## src/rtl/ad_setup_sequencer.sv

```systemverilog
// A/D setup sequencer: walks the 32-word setup RAM from word 0 and shifts each command out over SPI mode 0.
// Define AD_SETUP_LOOP_EN to restart at word 0 after every pass until abort or reset.
module ad_setup_sequencer #(
    parameter int CLK_DIV    = 4,
    parameter int SHIFT_BITS = 16,
    parameter int CS_GAP     = 2
) (
    input  logic                  clk,
    input  logic                  reset,
    input  logic                  start,
    input  logic                  abort,
    output logic [4:0]            ram_address,
    input  logic [31:0]           ram_readdata,
    output logic                  ad_cs_n,
    output logic                  ad_sclk,
    output logic                  ad_sdo,
    input  logic                  ad_sdi,
    output logic                  busy,
    output logic                  done,
    output logic [4:0]            word_index,
    output logic [SHIFT_BITS-1:0] result,
    output logic                  result_valid
);

    localparam int MAX_CNT = (CLK_DIV > CS_GAP) ? CLK_DIV : CS_GAP;
    localparam int CNT_W   = $clog2(MAX_CNT + 1);
    localparam int BIT_W   = $clog2(SHIFT_BITS + 1);
    localparam logic [CNT_W-1:0] DIV_LAST = CNT_W'(CLK_DIV - 1);
    localparam logic [CNT_W-1:0] GAP_LAST = CNT_W'(CS_GAP - 1);
    localparam logic [BIT_W-1:0] BIT_LAST = BIT_W'(SHIFT_BITS - 1);

    typedef enum logic [2:0] {
        S_IDLE,
        S_FETCH,
        S_LOAD,
        S_CS_SETUP,
        S_SHIFT,
        S_CS_HOLD,
        S_GAP,
        S_NEXT
    } state_t;

    state_t                  state;
    state_t                  state_nxt;
    logic [CNT_W-1:0]        cnt;
    logic [BIT_W-1:0]        bit_cnt;
    logic                    sclk_q;
    logic                    cs_n_q;
    logic                    last_q;
    logic signed [SHIFT_BITS-1:0] tx_sh;
    logic [SHIFT_BITS-1:0]   rx_sh;
    logic [SHIFT_BITS-1:0]   rx_shifted;

    logic cnt_last;
    logic cnt_clr;
    logic sclk_nxt;
    logic load_en;
    logic sample_en;
    logic shift_en;
    logic bit_inc;
    logic result_en;
    logic wi_inc;
    logic wi_clr;
    logic done_nxt;

    // Bits 29..SHIFT_BITS of a setup word carry no meaning for the converter.
    logic unused_ram_bits;
    assign unused_ram_bits = ^ram_readdata[29:SHIFT_BITS];

    assign cnt_last = (state == S_GAP) ? (cnt == GAP_LAST) : (cnt == DIV_LAST);

    always_comb begin
        state_nxt = state;
        cnt_clr   = 1'b1;
        sclk_nxt  = 1'b0;
        load_en   = 1'b0;
        sample_en = 1'b0;
        shift_en  = 1'b0;
        bit_inc   = 1'b0;
        result_en = 1'b0;
        wi_inc    = 1'b0;
        wi_clr    = 1'b0;
        done_nxt  = 1'b0;

        case (state)
            S_IDLE: begin
                if (start) begin
                    state_nxt = S_FETCH;
                end
            end
            S_FETCH: begin
                state_nxt = S_LOAD;
            end
            S_LOAD: begin
                load_en   = 1'b1;
                state_nxt = ram_readdata[30] ? S_NEXT : S_CS_SETUP;
            end
            S_CS_SETUP: begin
                cnt_clr = 1'b0;
                if (cnt_last) begin
                    cnt_clr   = 1'b1;
                    sclk_nxt  = 1'b1;
                    sample_en = 1'b1;
                    state_nxt = S_SHIFT;
                end
            end
            S_SHIFT: begin
                cnt_clr  = 1'b0;
                sclk_nxt = sclk_q;
                if (cnt_last) begin
                    cnt_clr = 1'b1;
                    if (sclk_q) begin
                        sclk_nxt = 1'b0;
                        shift_en = 1'b1;
                    end else if (bit_cnt == BIT_LAST) begin
                        state_nxt = S_CS_HOLD;
                    end else begin
                        sclk_nxt  = 1'b1;
                        sample_en = 1'b1;
                        bit_inc   = 1'b1;
                    end
                end
            end
            S_CS_HOLD: begin
                cnt_clr = 1'b0;
                if (cnt_last) begin
                    cnt_clr   = 1'b1;
                    result_en = 1'b1;
                    state_nxt = S_GAP;
                end
            end
            S_GAP: begin
                cnt_clr = 1'b0;
                if (cnt_last) begin
                    cnt_clr   = 1'b1;
                    state_nxt = S_NEXT;
                end
            end
            S_NEXT: begin
                if (last_q || (word_index == 5'd31)) begin
                    done_nxt = 1'b1;
                    wi_clr   = 1'b1;
`ifdef AD_SETUP_LOOP_EN
                    state_nxt = S_FETCH;
`else
                    state_nxt = S_IDLE;
`endif
                end else begin
                    wi_inc    = 1'b1;
                    state_nxt = S_FETCH;
                end
            end
            default: begin
                state_nxt = S_IDLE;
            end
        endcase

        // abort wins over everything, including a start arriving in IDLE.
        if (abort) begin
            state_nxt = S_IDLE;
            cnt_clr   = 1'b1;
            sclk_nxt  = 1'b0;
            load_en   = 1'b0;
            sample_en = 1'b0;
            shift_en  = 1'b0;
            bit_inc   = 1'b0;
            result_en = 1'b0;
            wi_inc    = 1'b0;
            wi_clr    = 1'b1;
            done_nxt  = 1'b0;
        end
    end

    always_comb begin
        rx_shifted    = rx_sh << 1;
        rx_shifted[0] = ad_sdi;
    end

    always_ff @(posedge clk) begin
        if (reset) begin
            state        <= S_IDLE;
            cnt          <= '0;
            bit_cnt      <= '0;
            sclk_q       <= 1'b0;
            cs_n_q       <= 1'b1;
            last_q       <= 1'b0;
            busy         <= 1'b0;
            done         <= 1'b0;
            result_valid <= 1'b0;
            word_index   <= '0;
            result       <= '0;
        end else begin
            state        <= state_nxt;
            cnt          <= cnt_clr ? '0 : cnt + CNT_W'(1);
            sclk_q       <= sclk_nxt;
            cs_n_q       <= !(state_nxt inside {S_CS_SETUP, S_SHIFT, S_CS_HOLD});
            busy         <= (state_nxt != S_IDLE);
            done         <= done_nxt;
            result_valid <= result_en;
            if (load_en) begin
                bit_cnt <= '0;
                last_q  <= ram_readdata[31];
            end else if (bit_inc) begin
                bit_cnt <= bit_cnt + BIT_W'(1);
            end
            if (wi_clr) begin
                word_index <= '0;
            end else if (wi_inc) begin
                word_index <= word_index + 5'd1;
            end
            if (result_en) begin
                result <= rx_sh;
            end
        end
    end

    // Serial shift registers: data only, no reset needed.
    always_ff @(posedge clk) begin
        if (load_en) begin
            tx_sh <= ram_readdata[SHIFT_BITS-1:0];
        end else if (shift_en) begin
            tx_sh <= tx_sh << 1;
        end
        if (sample_en) begin
            rx_sh <= rx_shifted;
        end
    end

    assign ram_address = word_index;
    assign ad_cs_n     = cs_n_q;
    assign ad_sclk     = sclk_q;
    assign ad_sdo      = ~cs_n_q & tx_sh[SHIFT_BITS-1];

endmodule

```

## config.mk

```make
export PLATFORM = sky130hd
export DESIGN_NAME = ad_setup_sequencer
export DESIGN_NICKNAME = d
export VERILOG_FILES = /design/src/rtl/ad_setup_sequencer.sv
export SDC_FILE = /design/constraint.sdc
export NUM_CORES = 1
export LEC_CHECK = 0
export CAP_MARGIN = 20
export CORE_ASPECT_RATIO = 0.75
export CORE_MARGIN = 3
export CORE_UTILIZATION = 45
export CTS_BUF_LIST = sky130_fd_sc_hd__clkbuf_4
export CTS_CLUSTER_DIAMETER = 120
export DETAILED_ROUTE_END_ITERATION = 10
export DONT_BUFFER_PORTS = 1
export HOLD_SLACK_MARGIN = 0.02
export PLACE_DENSITY = 0.59
export SLEW_MARGIN = 20
export SYNTH_ARGS = -nofsm -noshare
export SYNTH_HDL_FRONTEND = slang
export SYNTH_SLANG_ARGS = --single-unit
```

## constraint.sdc

```tcl
create_clock -name clk -period 4.9 [get_ports clk]
set_input_delay 0.735 -clock clk [delete_from_list [all_inputs] [get_ports clk]]
set_output_delay 0.735 -clock clk [all_outputs]
set_load 0.05 [all_outputs]
```

==> out/metrics.yaml, run 1 <==
cts:
  post_cts_resized: 0
  cts.clk_slew.worst_paths_ns: 0.13
  clockRootBuffer: "clkbuf_4"
  numCtsBuffers: 9
  clk_latency_ns: 0.40
  cts_sinks: 70
  cts_buffer_depth: 2
  ctsHoldBuffers: 0
  postCtsSetupBuffers: 0
  cts_tree: "yes"
  htree_num_levels: 3
floorplanning:
  start_util_pct: 48.3
  die_h_um: 75.9
  io_pins: 69
  core_um2: 6070
  fp-row-count: 24
  die_area_um2: 7530
  die_w_um: 99.2
min_path:
  worstHoldPathType: "input pin to register"
  hold_path_depth: 1
  min_to: "result[15]$_SDFFE_PP0P_"
  holdCritStartpoint: "reset"
sta:
  max_freq_mhz: 400
  finalSetupViolations: 0
  rsz0062_at_grt: "false"
  finalHoldViolations: 0
  fin_crit_sh_pct: 51.0
  worst_slew_pin_slew_ns: 1.06
  finalCriticalPeriod_ns: 2.50
  skew_ns: 0.0147
  slew_headroom_pct: 29.0
  setup-tns-final_ns: 0
  final_max_slew_viol_count: 0
synthesis:
  synthSimpleGateAreaFrac_pct: 17.9
  synth.area.mux_share_pct: 7.51
  yosys.area_share.xor_xnor_pct: 2.09
  synth_enable_flop_cells: 32
  synthAdderAreaFrac_pct: 2.13
  synth_area_um2: 2930
  ys_ff_latch: 70
  synth_seq_area_share_pct: 58.8
  ys.flop_type: "dfxtp_1"
  postSynthAreaPerCell_um2: 11.1
  ys_types: 43
  syn_inst: 265
  synth_top_family_by_area: "simple AND/OR/NAND/NOR gates"
  synth_compound_area_share_pct: 7.17
  syn_nets: 307
  async_flop_share_pct: 0
  yosys_warnings: 0
job:
  maxCapViolations: 0
critical_path:
  reg2reg_to: "ad_cs_n$_SDFF_PP1_"
  end_kind: "register"
  r2r-start: "ram_address[0]$_SDFFE_PP0P_"
  crit_fanout: 5
  path_class: "register to register"
  ff2ff_path_depth: 7
  worstPathCellList: "ha_1 -> and3_1 -> ha_1 -> nor2_1 -> a31oi_1 -> o22a_1 -> o32a_1"
  cp.required_ns: 5.19
  startpoint_type: "register"
  crit_top_cell: "ha_1"
  slowest_stage: "dfxtp_1"
  max_stage_delay_ns: 0.69
  reg2reg_slack_ns: 2.40
  worstPathArrival_ns: 2.79
routing:
  wl_per_cell_um: 15.2
  num_vias: 1791
  first_pass_iters: 4
  drt_wl_total_um: 5210
  drtIter0Drc: 55
  via_per_inst: 5.24
  drc: 0
  antenna_left: 0
place:
  place_area_um2: 2940
  gp_congestion: 0.747
  io_buffers: 0
  dp.cells: 326
  dpl.hpwl_um: 3520
global_routing:
  grt_overflow: 0
  first_global_vias: 1606
  grt_max_degree: 22
  antenna_found_initial: 0
  grt_util_all_layers_pct: 14.5
  grt_pass1_wl_um: 8290
finish:
  final_common_cell: "nand2_1"
  finalInstanceArea_um2: 3050
  n_antenna_cell: 0
  area_growth_pct: 4.14
  final_cells: 342
  final_cell_mix: "nand2_1, dfxtp_1, edfxtp_1"
  fin_nets: 301
  layout-drive-gt1-share_pct: 15.9
pwr:
  design_power_total_mw: 0.953
  power_density_nw_per_um2: 312
  p_leak_nw: 1.01
  peakVddDrop_mv: 0.151
status:
  status: "completed"
[routing by layer]
metal / track usage [%] / up-vias / wire (um)
met5: 0 / - / 0
met4: 4.55 / 0 / 19
met3: 5.76 / 2 / 312
met2: 19.1 / 52 / 2170
met1: 21.6 / 824 / 2710
li1: - / 913 / -
[synth_stat cells, types with 4 or more instances]
cell      number  area [um^2]
nand2_1       46          173
dfxtp_1       38          761
edfxtp_1      32          961
nor2_1        26         97.6
a21oi_1       24          120
mux2_2        16          180
clkbuf_1       7         26.3
buf_4          6         45.0
buf_2          5         25.0
ha_1           5         62.6
and3_1         4         25.0
mux2i_1        4         40.0
nor2b_1        4         25.0
o21ai_0        4         20.0
xor2_1         4         35.0
[layout make-up]
class	instances	area, um^2
Clock inverter	7	47.5
Multi-Input combinational cell	172	1080
Timing Repair Buffer	3	22.5
Tap cell	78	97.6
Sequential cell	70	1720
Fill cell	583	3010
Clock buffer	9	67.6
Inverter	3	11.3
[critical path, delay by kind of cell, from the launching register on]
family	cells	cell delay (ns)
flops	1	0.69
fa+ha+maj	2	0.59
compound gates	3	0.77
simple gates	2	0.35
[how the worst max path moves through the flow]
stage                           startpoint                     endpoint  depth (start not counted)
4_1_cts        ram_address[0]$_SDFFE_PP0P_  ram_address[3]$_SDFFE_PP0P_                          8
3_5_place_dp   ram_address[0]$_SDFFE_PP0P_           ad_cs_n$_SDFF_PP1_                          7
5_1_grt        ram_address[0]$_SDFFE_PP0P_  ram_address[3]$_SDFFE_PP0P_                          8
3_3_place_gp   ram_address[0]$_SDFFE_PP0P_           ad_cs_n$_SDFF_PP1_                          7
2_1_floorplan          state[0]$_SDFF_PP0_       tx_sh[0]$_SDFFCE_PN0P_                          6
6_report       ram_address[0]$_SDFFE_PP0P_           ad_cs_n$_SDFF_PP1_                          7
[power by group]
| part | leakage [nW] | switching [mW] | internal (mW) |
|---|---|---|---|
| sequential | 0.595 | 0.00767 | 0.609 |
| combinational | 0.352 | 0.00895 | 0.00797 |
| clock | 0.0607 | 0.214 | 0.105 |
| total | 1.01 | 0.231 | 0.722 |
[cells by family (layout without fill, tap and decap cells)]
| family | count (synthesis) | after routing |
|---|---|---|
| buffers and inverters | 23 | 22 |
| XOR/XNOR | 7 | 7 |
| multiplexers | 20 | 20 |
| adder cells (fa/ha/maj) | 5 | 5 |
| flip-flops | 70 | 70 |
| AND/OR/NAND/NOR | 103 | 103 |
| AO/OA/AOI/OAI | 37 | 37 |
[stage by stage]
stage / hold WS [ns] / worst slack [ns] / utilization (%)
4_1_cts: 0.353 / 2.39 / 50.3
3_3_place_gp: 0.430 / 2.41 / 48.4
3_5_place_dp: 0.431 / 2.41 / 48.4
5_1_grt: 0.329 / 2.25 / 50.3
2_1_floorplan: 0.426 / 2.25 / -
6_report: 0.379 / 2.40 / 50.3
[sequential cells by signal, summed over array words and instances (netlist names), 3 cells and up]
name and count:
tx_sh 16, state 3, cnt 3, rx_sh 16, ram_address 5, result 16, bit_cnt 5
(Power assumes the default switching activity.)
==> run 2: changes to the inputs <==
- clock period: 4.9 -> 2.6 ns (I/O delays scaled with it)
==> run 2 against run 1 <==
Compared with the run above: sequential share of layout area is 2.1 points lower; combinational power grew to 2.7 times the previous value; critical path type unchanged; hold slack got worse by 0.25 ns; cell area is 3.9% higher; setup slack worse by 1.8 ns; power up 95%; critical path depth shrank 1.
==> out/metrics.yaml, run 2 (synthesized netlist as in run 1, its figures left out) <==
critical_path:
  crit_fanout: 16  # +11
  startpoint_type: "register"
  path_class: "register to register"
  max_stage_delay_ns: 0.44  # -0.25 ns
  worstPathCellList: "nand3b_1 -> xnor2_1 -> and2_1 -> a31oi_1 -> nor3_2 -> buf_4"
  cp.required_ns: 2.72  # -2.47 ns
  slowest_stage: "dfxtp_1"
  worstPathArrival_ns: 2.14  # -0.65 ns
  end_kind: "register"
routing:
  topRoutingLayerUsed: "met4"
  dr_wl_met3_um: 390  # +25%
  antenna_left: 0  # unchanged
  drc: 0  # unchanged
  wl_per_cell_um: 15.0  # -1.8%
  drtIter0Drc: 75  # +36%
  met1Wirelength_um: 2570  # -5.1%
  first_pass_iters: 4  # unchanged
  via_per_inst: 5.18  # -1.1%
  met2WireLength_um: 2280  # +5.4%
  num_vias: 1839  # +2.7%
  drt_wl_total_um: 5310  # +2.0%
status:
  status: "completed"
sta:
  skew_ns: 0.0209  # +0.00627 ns
  setup-tns-final_ns: 0  # unchanged
  finalHoldViolations: 0  # unchanged
  max_freq_mhz: 493  # +23%
  rsz0062_at_grt: "false"
  fin_ws_ns: 0.571  # -1.83 ns
  finalSetupViolations: 0  # unchanged
  fin_crit_sh_pct: 78.0  # +27 points
  final_max_slew_viol_count: 0  # unchanged
  hold_ws_ns: 0.126  # -0.253 ns
  finalCriticalPeriod_ns: 2.03  # -0.472 ns
  worst_slew_pin_slew_ns: 0.677  # -0.387 ns
  slew_headroom_pct: 54.7  # +26 points
place:
  place_area_um2: 3020  # +2.8%
  dp.cells: 337  # +3.4%
  io_buffers: 0  # unchanged
  dpl.hpwl_um: 3660  # +4.0%
  gp_congestion: 0.791  # +5.8%
  pre_cts_slack_ns: 0.614  # -1.79 ns
cts:
  cts_tree: "yes"
  cts_buffer_depth: 2  # unchanged
  cts_sinks: 70  # unchanged
  postCtsSetupBuffers: 0  # unchanged
  clk_latency_ns: 0.43  # +0.03 ns
  cts.clk_slew.worst_paths_ns: 0.13  # about the same
  numCtsBuffers: 9  # unchanged
  clockRootBuffer: "clkbuf_4"
  htree_num_levels: 3  # unchanged
global_routing:
  grt_overflow: 0  # unchanged
  grt_pass1_wl_um: 8500  # +2.6%
  grt_util_all_layers_pct: 15.0  # +0.45 points
  first_global_vias: 1691  # +5.3%
  antenna_found_initial: 0  # unchanged
  grt_max_degree: 19  # -14%
pwr:
  seqPwrFrac_pct: 62.2  # -2.5 points
  swShare_pct: 25.6  # +1.4 points
  power.share.clock_pct: 35.3  # +1.8 points
  design_power_total_mw: 1.86  # +95%
  power.switching_mw: 0.475  # +110%
  internal_power_mw: 1.38  # +92%
  comb_power_share_pct: 2.4  # +0.6 points
  peakVddDrop_mv: 0.222  # +47%
  power_density_nw_per_um2: 587  # +88%
  p_leak_nw: 1.09  # +7.7%
floorplanning:
  die_area_um2: 7530  # unchanged
  io_pins: 69  # unchanged
  die_w_um: 99.2  # unchanged
  fp-row-count: 24  # unchanged
  die_h_um: 75.9  # unchanged
  core_um2: 6070  # unchanged
  start_util_pct: 48.3  # unchanged
finish:
  final_util_pct: 52.2  # +1.9 points
  final_cell_mix: "nand2_1, dfxtp_1, edfxtp_1"
  area_growth_pct: 8.16
  largestRegisters: "result x16, rx_sh x16, tx_sh x16"
  final_cells: 355  # +3.8%
  final_common_cell: "nand2_1"
  n_antenna_cell: 0  # unchanged
  finalInstanceArea_um2: 3170  # +3.9%
  layout-drive-gt1-share_pct: 19.5  # +3.6 points
  fin_nets: 314  # +4.3%
min_path:
  worstHoldPathType: "input pin to register"
job:
  maxCapViolations: 0  # unchanged
## run 2: metal layers
layer  track usage (%)  vias to the layer above
met5                 0                        -
met4              6.82                        0
met3              5.95                        7
met2              20.5                       49
met1              20.9                      851
li1                  -                      932
## run 2: layout make-up
type / count / area (um^2)
fill: 563 / 2900
inverter: 3 / 11.3
clock buffer: 9 / 67.6
multi-input combinational: 172 / 1080
sequential: 70 / 1720
tap: 78 / 97.6
timing repair buffer: 16 / 125
clock inverter: 7 / 62.6
## run 2: path summary, 6_finish.rpt
path / end / startpoint / cells past startpoint / slack, ns
hold / removal: last_q$_SDFFE_PP0P_ / ram_readdata[31] / 2 / 0.13
setup / recovery: tx_sh[5]$_DFFE_PP_ / state[0]$_SDFF_PP0_ / 6 / 0.57
hold reg to reg: rx_sh[15]$_DFFE_PP_ / rx_sh[14]$_DFFE_PP_ / 0 / 0.46
setup reg to reg: tx_sh[5]$_DFFE_PP_ / state[0]$_SDFF_PP0_ / 6 / 0.57
## run 2: repair_timing
action / in CTS / in global routing
endpoints found under the hold margin: 19 / 0
endpoints found under the setup margin: 0 / 0
resized for setup: 0 / 0
hold buffers: 2 / 0
## run 2: power groups by stage
stage	clock, mW	combinational (mW)	sequential [mW]
finish	0.657	0.0453	1.16
global route	0.734	0.0496	1.16
CTS	0.691	0.0457	1.16
detailed placement	0	0.0387	1.18
global placement	0	0.0385	1.18
floorplan	0	0.0406	1.18
## run 2: worst max-delay path, delay by kind of cell, from the launching register on
| family | cells | cell delay, ns |
|---|---|---|
| buffers and inverters | 1 | 0.26 |
| flip-flops | 1 | 0.44 |
| AO/OA/AOI/OAI | 1 | 0.11 |
| AND/OR/NAND/NOR | 3 | 0.61 |
| XOR/XNOR | 1 | 0.30 |
==> run 3: changes to the inputs <==
- clock period: 2.6 -> 2.1 ns (I/O delays scaled with it)
==> run 3 against run 2 <==
Compared with the run above: power grew 35%; maximum frequency rose by 0.98%; hold slack lost 0.0086 ns; cell area up 3.2%; flip-flop and latch count unchanged; critical endpoint is now bit_cnt[3]$_SDFFE_PP0P_; sequential share of layout area is 1.7 points lower; clock-buffer cell count did not move; highest routed layer unchanged.
==> out/metrics.yaml, run 3 (synthesized netlist as in run 1, its figures left out) <==
critical_path:
  crit_fanout: 5  # -11
  reg2reg_to: "bit_cnt[3]$_SDFFE_PP0P_"
  end_kind: "register"
  worstPathCellList: "ha_1 -> and3_1 -> ha_1 -> nor4b_4 -> nand3_2 -> or3_1 -> a21oi_1"
  r2r-start: "bit_cnt[0]$_SDFFE_PP0P_"
  ff2ff_path_depth: 7  # +1
  reg2reg_slack_ns: 0.09  # -0.48 ns
  worstPathArrival_ns: 2.35  # +0.21 ns
  cp.required_ns: 2.44  # -0.28 ns
  max_stage_delay_ns: 0.37  # -0.07 ns
  crit_top_cell: "ha_1"
  startpoint_type: "register"
  slowest_stage: "or3_1"
  path_class: "register to register"
finish:
  ff_latch_area_um2: 1720  # unchanged
  final_common_cell: "nand2_1"
  n_antenna_cell: 0  # unchanged
  largestRegisters: "result x16, rx_sh x16, tx_sh x16"
  layout-drive-gt1-share_pct: 20.4  # +0.86 points
  area_growth_pct: 11.6
  fillers: 540  # -4.1%
  final_cell_mix: "nand2_1, dfxtp_1, edfxtp_1"
  fin_nets: 317  # +0.96%
  multi_input_area_um2: 1090  # +0.81%
sta:
  worst_slew_pin_slew_ns: 0.690  # +0.0129 ns
  finalHoldViolations: 0  # unchanged
  finalCriticalPeriod_ns: 2.01  # -0.0198 ns
  hold_ws_ns: 0.117  # -0.00857 ns
  skew_ns: 0.0106  # -0.0103 ns
  max_freq_mhz: 498  # +0.98%
  rsz0062_at_grt: "false"
  finalSetupViolations: 0  # unchanged
  setup-tns-final_ns: 0  # unchanged
  fin_crit_sh_pct: 95.7  # +18 points
  final_max_slew_viol_count: 0  # unchanged
  slew_headroom_pct: 53.8  # -0.86 points
cts:
  htree_num_levels: 3  # unchanged
  clk_latency_ns: 0.41  # -0.02 ns
  cts_buffer_depth: 2  # unchanged
  cts_sinks: 70  # unchanged
  cts.clk_slew.worst_paths_ns: 0.13  # about the same
  postCtsSetupBuffers: 0  # unchanged
  cts_tree: "yes"
  clockRootBuffer: "clkbuf_4"
  numCtsBuffers: 9  # unchanged
place:
  dpl.hpwl_um: 3610  # -1.4%
  io_buffers: 0  # unchanged
  gp_congestion: 0.822  # +3.9%
global_routing:
  antenna_found_initial: 0  # unchanged
  grt_overflow: 0  # unchanged
  grt_max_degree: 19  # unchanged
  grt_pass1_wl_um: 8310  # -2.3%
  grt_util_all_layers_pct: 14.9  # -0.13 points
  first_global_vias: 1667  # -1.4%
job:
  maxCapViolations: 0  # unchanged
routing:
  via_per_inst: 5.19  # +0.19%
  wl_per_cell_um: 14.8  # -0.80%
  drtIter0Drc: 99  # +32%
  drc: 0  # unchanged
  antenna_left: 0  # unchanged
  first_pass_iters: 5  # +1
  num_vias: 1858  # +1.0%
  drt_wl_total_um: 5320  # about the same
floorplanning:
  die_area_um2: 7530  # unchanged
  core_um2: 6070  # unchanged
  io_pins: 69  # unchanged
  die_h_um: 75.9  # unchanged
  die_w_um: 99.2  # unchanged
  start_util_pct: 48.3  # unchanged
  fp-row-count: 24  # unchanged
min_path:
  holdCritStartpoint: "ram_readdata[15]"
  worstHoldPathType: "input pin to register"
  hold_path_depth: 1  # -1
  min_to: "tx_sh[15]$_DFFE_PP_"
pwr:
  peakVddDrop_mv: 0.337  # +52%
  power_density_nw_per_um2: 767  # +31%
  p_leak_nw: 1.12  # +3.3%
status:
  status: "completed"
run 3: cell types whose count changed in the layout (fill, tap and decap cells not counted):
cell	delta
nor3_2	-1
dlygate4sd3_1	+1
inv_4	-1
nor3_4	+1
inv_8	-1
buf_12	+2
bufinv_16	+2
nor2_1	-1
nor2_2	+1
run 3: how the worst max path moves through the flow:
stage                                      startpoint  slack [ns]                          end  cells after the start
after floorplan           ram_address[0]$_SDFFE_PP0P_        0.01  ram_address[3]$_SDFFE_PP0P_                      9
after global placement        bit_cnt[0]$_SDFFE_PP0P_        0.14      bit_cnt[3]$_SDFFE_PP0P_                      7
after detailed placement      bit_cnt[0]$_SDFFE_PP0P_        0.12      bit_cnt[3]$_SDFFE_PP0P_                      7
after CTS                     bit_cnt[0]$_SDFFE_PP0P_        0.09      bit_cnt[3]$_SDFFE_PP0P_                      7
after global routing          bit_cnt[0]$_SDFFE_PP0P_        0.03      bit_cnt[3]$_SDFFE_PP0P_                      7
final                         bit_cnt[0]$_SDFFE_PP0P_        0.09      bit_cnt[3]$_SDFFE_PP0P_                      7
run 3: per-layer routing:
metal	GRT usage, %	part of all wire (%)	vias to the layer above
met5	0	0	-
met4	3.64	0.36	0
met3	8.60	7.3	2
met2	19.9	44	55
met1	20.5	48	860
li1	-	-	941
run 3: metrics by stage:
step | power (mW) | setup WS, ns | utilization [%] | cell area, um^2 | cells
after global placement | 1.51 | 0.141 | 50.6 | 3070 | 339
after CTS | 2.55 | 0.0939 | 53.9 | 3270 | 358
after global routing | 2.62 | 0.0270 | 53.9 | 3270 | 358
final | 2.51 | 0.0908 | 53.9 | 3270 | 358
after detailed placement | 1.51 | 0.122 | 50.6 | 3070 | 339
after floorplan | 1.51 | 0.0113 | - | 2940 | 265
run 3: power by group:
part / leakage (nW) / internal, mW / switching [mW]
Sequential: 0.595 / 1.42 / 0.00790
Clock: 0.0891 / 0.501 / 0.517
Combinational: 0.437 / 0.0260 / 0.0374
Total: 1.12 / 1.95 / 0.562
run 3: what timing repair did:
item                       CTS  global route
hold buffers                 3             0
hold endpoints to repair    19             0
resized for setup            0             0
setup endpoints to repair    0             0
run 3: critical path, delay by kind of cell, from the launching register on:
| family | cells | cell delay, ns |
|---|---|---|
| adder cells (fa/ha/maj) | 2 | 0.47 |
| AND/OR/NAND/NOR | 4 | 0.98 |
| flip-flops | 1 | 0.35 |
| AO/OA/AOI/OAI | 1 | 0.14 |
run 3: final cells by class:
class	instances	area share [%]
sequential	70	52.6
multi-input combinational	172	33.4
timing repair buffer	19	5.36
clock inverter	7	3.21
tap	78	2.98
clock buffer	9	2.07
inverter	3	0.344
